**src/rtl/rr_arb_pkg.sv**
```systemverilog
// Shared types and helpers for the round-robin grant arbiter.
// Provides the FSM state encoding and a width helper that never returns zero.
package rr_arb_pkg;

  typedef enum logic {
    IDLE  = 1'b0,
    GRANT = 1'b1
  } state_t;

  // Index width for n items, at least 1 bit so a single requester still has a port.
  function automatic int unsigned clogb2(input int unsigned n);
    int unsigned w;
    w = 1;
    for (int i = 1; i < 31; i++) begin
      if ((32'd1 << i) < n) w = i + 1;
    end
    return w;
  endfunction

endpackage

```
**src/rtl/rr_grant_arbiter_if.sv**
```systemverilog
// Request/grant bundle between requesters (master) and the arbiter (slave).
// Handshake: req is a level held by a requester for as long as it wants the resource; gnt is a registered one-hot that stays on the owner until its req drops (or it is preempted), and may move directly to the next owner with no idle cycle.
interface rr_grant_arbiter_if #(
  parameter int WIDTH   = 8,
  parameter int WIDTH_W = rr_arb_pkg::clogb2(WIDTH)
);
  import rr_arb_pkg::*;

  logic [WIDTH-1:0]   req;
  logic [WIDTH-1:0]   gnt;
  logic               gnt_valid;
  logic [WIDTH_W-1:0] gnt_bin;
  logic               timeout_err;
  logic [WIDTH_W-1:0] timeout_bin;
  state_t             state;

  modport master (
    output req,
    input  gnt, gnt_valid, gnt_bin, timeout_err, timeout_bin, state
  );

  modport slave (
    input  req,
    output gnt, gnt_valid, gnt_bin, timeout_err, timeout_bin, state
  );

endinterface

```
**src/rtl/rr_next_pick.sv**
```systemverilog
// Combinational round-robin search: first set bit of req strictly after last, wrapping.
// Searches a double-width buffer whose low half is masked to indices above last.
module rr_next_pick
  import rr_arb_pkg::*;
#(
  parameter int WIDTH   = 8,
  parameter int WIDTH_W = clogb2(WIDTH)
) (
  input  logic [WIDTH-1:0]   req,
  input  logic [WIDTH_W-1:0] last,
  output logic               pick_valid,
  output logic [WIDTH_W-1:0] pick_bin,
  output logic [WIDTH-1:0]   pick_onehot
);

  logic [WIDTH-1:0]   above;
  logic [2*WIDTH-1:0] search;

  always_comb begin
    above = '0;
    for (int i = 0; i < WIDTH; i++) begin
      above[i] = (i > int'(last));
    end
    search     = {req, req & above};
    pick_valid = |req;
    pick_bin   = '0;
    // Walk downward so the lowest set position of the buffer wins.
    for (int i = 2*WIDTH-1; i >= 0; i--) begin
      if (search[i]) pick_bin = (i >= WIDTH) ? WIDTH_W'(i - WIDTH) : WIDTH_W'(i);
    end
    pick_onehot           = '0;
    pick_onehot[pick_bin] = pick_valid;
  end

endmodule

```
**src/rtl/rr_grant_arbiter.sv**
```systemverilog
// Round-robin arbiter with registered one-hot grant held until the owner releases.
// Define RR_ARB_TIMEOUT_EN to add owner preemption after MAX_HOLD grant cycles.
module rr_grant_arbiter
  import rr_arb_pkg::*;
#(
  parameter int WIDTH    = 8,
  parameter int WIDTH_W  = clogb2(WIDTH),
  parameter int MAX_HOLD = 16
) (
  input logic               clk,
  input logic               nrst,
  rr_grant_arbiter_if.slave arb
);

  if (WIDTH < 1 || MAX_HOLD < 2) begin : g_param_check
    $error("rr_grant_arbiter: WIDTH must be >= 1 and MAX_HOLD >= 2");
  end

  state_t             state_q, state_d;
  logic [WIDTH-1:0]   gnt_q, gnt_d;
  logic               valid_q;
  logic [WIDTH_W-1:0] owner_q, owner_d;
  logic [WIDTH_W-1:0] last_q, last_d;
  logic               terr_q, terr_d;
  logic [WIDTH_W-1:0] tbin_q, tbin_d;

  logic [WIDTH-1:0]   eligible;
  logic [WIDTH-1:0]   pick_req;
  logic [WIDTH_W-1:0] pick_last;
  logic               pick_valid;
  logic [WIDTH_W-1:0] pick_bin;
  logic [WIDTH-1:0]   pick_onehot;

`ifdef RR_ARB_TIMEOUT_EN
  localparam int HOLD_W = clogb2(MAX_HOLD + 1);
  logic [HOLD_W-1:0] hold_q, hold_d;
  logic [WIDTH-1:0]  blocked_q, blocked_d;

  assign eligible = arb.req & ~blocked_q;
`else
  assign eligible = arb.req;
`endif

  // While granted, search from the owner and exclude it, so a hit means a true competitor.
  assign pick_req  = eligible & ~((state_q == GRANT) ? gnt_q : '0);
  assign pick_last = (state_q == GRANT) ? owner_q : last_q;

  rr_next_pick #(
    .WIDTH   (WIDTH),
    .WIDTH_W (WIDTH_W)
  ) u_next_pick (
    .req         (pick_req),
    .last        (pick_last),
    .pick_valid  (pick_valid),
    .pick_bin    (pick_bin),
    .pick_onehot (pick_onehot)
  );

  always_comb begin
    state_d = state_q;
    gnt_d   = gnt_q;
    owner_d = owner_q;
    last_d  = last_q;
    terr_d  = 1'b0;
    tbin_d  = tbin_q;
`ifdef RR_ARB_TIMEOUT_EN
    hold_d    = hold_q;
    blocked_d = blocked_q & arb.req;
`endif
    case (state_q)
      IDLE: begin
        if (pick_valid) begin
          state_d = GRANT;
          gnt_d   = pick_onehot;
          owner_d = pick_bin;
`ifdef RR_ARB_TIMEOUT_EN
          hold_d  = '0;
`endif
        end
      end
      GRANT: begin
        if (!arb.req[owner_q]) begin
          last_d = owner_q;
          if (pick_valid) begin
            gnt_d   = pick_onehot;
            owner_d = pick_bin;
`ifdef RR_ARB_TIMEOUT_EN
            hold_d  = '0;
`endif
          end else begin
            state_d = IDLE;
            gnt_d   = '0;
            owner_d = '0;
          end
        end
`ifdef RR_ARB_TIMEOUT_EN
        // Count reaches MAX_HOLD on this edge (or already saturated there): preempt.
        else if (pick_valid && hold_q >= HOLD_W'(MAX_HOLD - 1)) begin
          last_d             = owner_q;
          gnt_d              = pick_onehot;
          owner_d            = pick_bin;
          hold_d             = '0;
          terr_d             = 1'b1;
          tbin_d             = owner_q;
          blocked_d[owner_q] = 1'b1;
        end else if (hold_q != HOLD_W'(MAX_HOLD)) begin
          hold_d = hold_q + HOLD_W'(1);
        end
`endif
      end
      default: begin
        state_d = IDLE;
        gnt_d   = '0;
        owner_d = '0;
      end
    endcase
  end

  always_ff @(posedge clk) begin
    if (!nrst) begin
      state_q <= IDLE;
      gnt_q   <= '0;
      valid_q <= 1'b0;
      owner_q <= '0;
      last_q  <= WIDTH_W'(WIDTH - 1);
      terr_q  <= 1'b0;
      tbin_q  <= '0;
    end else begin
      state_q <= state_d;
      gnt_q   <= gnt_d;
      valid_q <= |gnt_d;
      owner_q <= owner_d;
      last_q  <= last_d;
      terr_q  <= terr_d;
      tbin_q  <= tbin_d;
    end
  end

`ifdef RR_ARB_TIMEOUT_EN
  always_ff @(posedge clk) begin
    if (!nrst) begin
      hold_q    <= '0;
      blocked_q <= '0;
    end else begin
      hold_q    <= hold_d;
      blocked_q <= blocked_d;
    end
  end
`endif

  assign arb.gnt         = gnt_q;
  assign arb.gnt_valid   = valid_q;
  assign arb.gnt_bin     = owner_q;
  assign arb.timeout_err = terr_q;
  assign arb.timeout_bin = tbin_q;
  assign arb.state       = state_q;

endmodule

```
**src/flat_wrapper.sv**
```systemverilog
// flat-port wrapper written by rule: the top's interface ports become plain ports
module rr_grant_arbiter_flat import rr_arb_pkg::*;
#(
  parameter int WIDTH    = 8,
  parameter int WIDTH_W  = clogb2(WIDTH),
  parameter int MAX_HOLD = 16
)
  (clk, nrst, arb_req, arb_gnt, arb_gnt_valid, arb_gnt_bin, arb_timeout_err, arb_timeout_bin, arb_state);
  rr_grant_arbiter_if #(.WIDTH(WIDTH), .WIDTH_W(WIDTH_W)) arb_i ();
  input logic clk;
  input logic nrst;
  input wire logic [$bits(arb_i.req)-1:0] arb_req;
  output wire logic [$bits(arb_i.gnt)-1:0] arb_gnt;
  output wire logic [$bits(arb_i.gnt_valid)-1:0] arb_gnt_valid;
  output wire logic [$bits(arb_i.gnt_bin)-1:0] arb_gnt_bin;
  output wire logic [$bits(arb_i.timeout_err)-1:0] arb_timeout_err;
  output wire logic [$bits(arb_i.timeout_bin)-1:0] arb_timeout_bin;
  output wire logic [$bits(arb_i.state)-1:0] arb_state;
  assign arb_i.req = arb_req;
  assign arb_gnt = arb_i.gnt;
  assign arb_gnt_valid = arb_i.gnt_valid;
  assign arb_gnt_bin = arb_i.gnt_bin;
  assign arb_timeout_err = arb_i.timeout_err;
  assign arb_timeout_bin = arb_i.timeout_bin;
  assign arb_state = arb_i.state;
  rr_grant_arbiter #(.WIDTH(WIDTH), .WIDTH_W(WIDTH_W), .MAX_HOLD(MAX_HOLD)) u_core (.clk(clk), .nrst(nrst), .arb(arb_i));
endmodule
```
**config.mk**
```make
export PLATFORM = sky130hd
export DESIGN_NAME = rr_grant_arbiter_flat
export DESIGN_NICKNAME = d
export VERILOG_FILES = /design/src/rtl/rr_arb_pkg.sv /design/src/rtl/rr_grant_arbiter_if.sv /design/src/rtl/rr_next_pick.sv /design/src/rtl/rr_grant_arbiter.sv /design/src/flat_wrapper.sv
export SDC_FILE = /design/constraint.sdc
export NUM_CORES = 1
export LEC_CHECK = 0
export CAP_MARGIN = 40
export CORE_ASPECT_RATIO = 0.8
export CORE_MARGIN = 2
export CORE_UTILIZATION = 46
export CTS_CLUSTER_SIZE = 25
export DETAILED_ROUTE_END_ITERATION = 8
export PLACE_DENSITY = 0.76
export SETUP_SLACK_MARGIN = 0.2
export SYNTH_ARGS = -nofsm -noshare
export SYNTH_HDL_FRONTEND = slang
export SYNTH_SLANG_ARGS = --single-unit
```
**constraint.sdc**
```tcl
create_clock -name clk -period 2.1 [get_ports clk]
set_clock_uncertainty 0.2 [all_clocks]
set_input_delay 0.21 -clock clk [delete_from_list [all_inputs] [get_ports clk]]
set_output_delay 0.21 -clock clk [all_outputs]
set_load 0.01 [all_outputs]
```
==> results.py <==
metrics = {
    "synthesis": {
        "yosys-top-cells-area": "dfxtp_1 24%, nand2_1 7.3%, buf_4 3.4%",
        "yosysMostFrequentCell": "nand2_1",
        "synth_area_um2": 1330,
        "syn_inst": 163,
        "avgSynthCellArea_um2": 8.18,
        "ys_ff_latch": 16,
        "synth_edf_count": 0,
        "ys_types": 59,
        "synth_largest_area_cell": "dfxtp_1",
        "synth_top_area_share_pct": 24.0,
        "synth_common_cells": "26 x nand2_1, 16 x dfxtp_1, 11 x nor2_1, 7 x o21ai_1",
        "synth_warnings": 0,
        "synth_flop_cell": "dfxtp_1",
        "async_flop_share_pct": 0,
        "ys_seq_area_share_pct": 24.0,
    },
    "worst_setup_path": {
        "required_ps": 2120,
        "startpoint": "u_core.arb.state$_SDFF_PN0_",
        "timing.critical_path.from_type": "flop",
        "cp-end-kind": "flop",
        "reg2reg_from": "u_core.arb.state$_SDFF_PN0_",
        "cp_max_fo": 8,
        "crit_type": "flop to flop",
        "critPathArrivalTime_ps": 2200,
        "r2r_cells": 7,
        "ff2ff_setup_slack_ps": -70,
    },
    "clocking": {
        "cts_sinks": 16,
        "cts-root-buf": "clkbuf_4",
        "cts_tree": "done",
        "clock_path_buffers": 2,
        "cts_buffers": 3,
        "cts_max_level": 1,
        "postCtsHoldBufs": 0,
        "clk_latency_ps": 310,
        "clk_pin_slew_ps": 100,
    },
    "global_routing": {
        "antenna_found_initial": 0,
        "grt_pass1_wl_um": 7530,
        "grt_pass1_vias": 1526,
        "grt_usage_pct": 30.4,
        "grt_max_degree": 10,
        "overflow": 0,
    },
    "hold_path": {
        "hold_depth": 2,
        "hold_start": "u_core.arb.gnt[0]$_SDFF_PN0_",
        "hold_path.class": "flop to flop",
    },
    "floorplan": {
        "row_count": 17,
        "fp.dieW_um": 64.2,
        "initial_core_util_pct": 48.2,
        "die-area_um2": 3350,
        "ioPinCount": 27,
        "die_h_um": 52.1,
        "core_area_um2": 2770,
    },
    "placement": {
        "hpwl_um": 3290,
        "port_buffers": 22,
        "globalplace.congestion": 0.973,
    },
    "layout": {
        "num_antenna_cells": 0,
        "fillerInstances": 194,
        "utilization_pct": 76.8,
        "drive_gt1_share_pct": 45.9,
        "nNetsFinal": 240,
        "area_delta_synth_final_pct": 59.4,
    },
    "power": {
        "power_density_nw_per_um2": 1120,
        "peakVddDrop_v": 0.000670,
        "finalPower_mw": 2.37,
        "p_leak_nw": 0.900,
    },
    "drt": {
        "firstDrtPassIters": 4,
        "drt.antenna.violating_nets": 0,
        "wl_per_cell_um": 19.0,
        "drt_wl_total_um": 5070,
        "initialDrtViolationCount": 126,
        "vias": 1647,
        "via_per_inst": 6.17,
        "drc_errors": 0,
    },
    "run_status": {
        "status": "finished with violations",
        "violations": "negative setup slack",
    },
    "timing": {
        "hold_viol_final": 0,
        "rsz0062_at_grt": "yes",
        "period_share_pct": 104,
        "hold_ws_ps": 333,
        "max_freq_mhz": 460,
        "slew_violations": 0,
        "setup_ws_ps": -74.5,
        "period_minus_slack_ps": 2170,
        "setup_violations": 6,
    },
    "run": {
        "maxCapViolCount": 0,
    },
}
worst paths after layout:
check | endpoint
worst max-delay path | u_core.arb.gnt[6]$_SDFF_PN0_
worst min-delay path | u_core.arb.gnt[0]$_SDFF_PN0_
worst max register to register | u_core.arb.gnt[6]$_SDFF_PN0_
worst min register to register | u_core.arb.gnt[0]$_SDFF_PN0_
per-stage QoR:
step	setup slack (ps)	cells	instance area, um2	setup TNS [ps]
2_1_floorplan	106	166	1350	0
3_3_place_gp	-263	247	1770	-2380
3_5_place_dp	-332	247	1770	-3060
4_1_cts	1.05	262	1980	0
5_1_grt	-120	267	2120	-802
6_report	-74.5	267	2120	-278
worst max-delay path: stages (launching register included):
cell	delay, ps
dfxtp_4	420
buf_4	150
mux2i_4	210
buf_4	180
nor2b_1	60
o21ai_0	350
o211ai_4	230
o31ai_1	290
routing by layer:
layer	GRT usage (%)	routed length (um)
met3	6.93	417
met4	11.0	162
met5	0	0
met2	52.8	2400
met1	37.4	2090
state kept, by name, summed over array words and instances (netlist names):
register,flops
u_core.arb.gnt,8
u_core.arb.gnt_bin,3
u_core.last_q,3
u_core.arb.gnt_valid,1
u_core.arb.state,1
layout by cell type, fill, tap and decap left out, drive strengths merged, types with 4 or more instances in the layout:
| master | instances |
|---|---|
| conb | 4 |
| buf | 47 |
| dfxtp | 16 |
| nor2 | 11 |
| nand4 | 4 |
| nand2 | 27 |
| a21oi | 4 |
| o211ai | 5 |
| o21a | 5 |
| inv | 7 |
| clkdlybuf4s50 | 19 |
| a22oi | 4 |
| nand2b | 4 |
| clkbuf | 4 |
| o21ai | 14 |
area by class of cell:
| cell class | instances | area [um2] | share of cell area, % |
|---|---|---|---|
| repair buffers | 69 | 603 | 28.4 |
| flip-flops and latches | 16 | 329 | 15.5 |
| inverters | 7 | 33.8 | 1.59 |
| clock buffers | 4 | 36.3 | 1.71 |
| multi-input cells | 133 | 1070 | 50.6 |
| well taps | 38 | 47.5 | 2.24 |
power by group:
group	switching [mW]	total [mW]	internal, mW
clock	0.108	0.214	0.106
combinational	0.783	1.60	0.817
sequential	0.154	0.555	0.401
total	1.05	2.37	1.32
what timing repair did:
action / 4_1_cts / 5_1_grt
resized for setup: 26 / 27
cloned: 0 / 0
buffers inserted: 11 / 5
pin swaps: 6 / 19
endpoints found under the setup margin: 12 / 16
logic make-up after synthesis:
| kind of cell | after synthesis | share of synthesized area, % |
|---|---|---|
| buffers and inverters | 17 | 7.98 |
| flip-flops | 16 | 24.0 |
| other | 1 | 0.281 |
| AND/OR/NAND/NOR | 65 | 24.8 |
| multiplexers | 5 | 6.67 |
| AO/OA/AOI/OAI | 59 | 36.2 |
(Power assumes the default switching activity.)
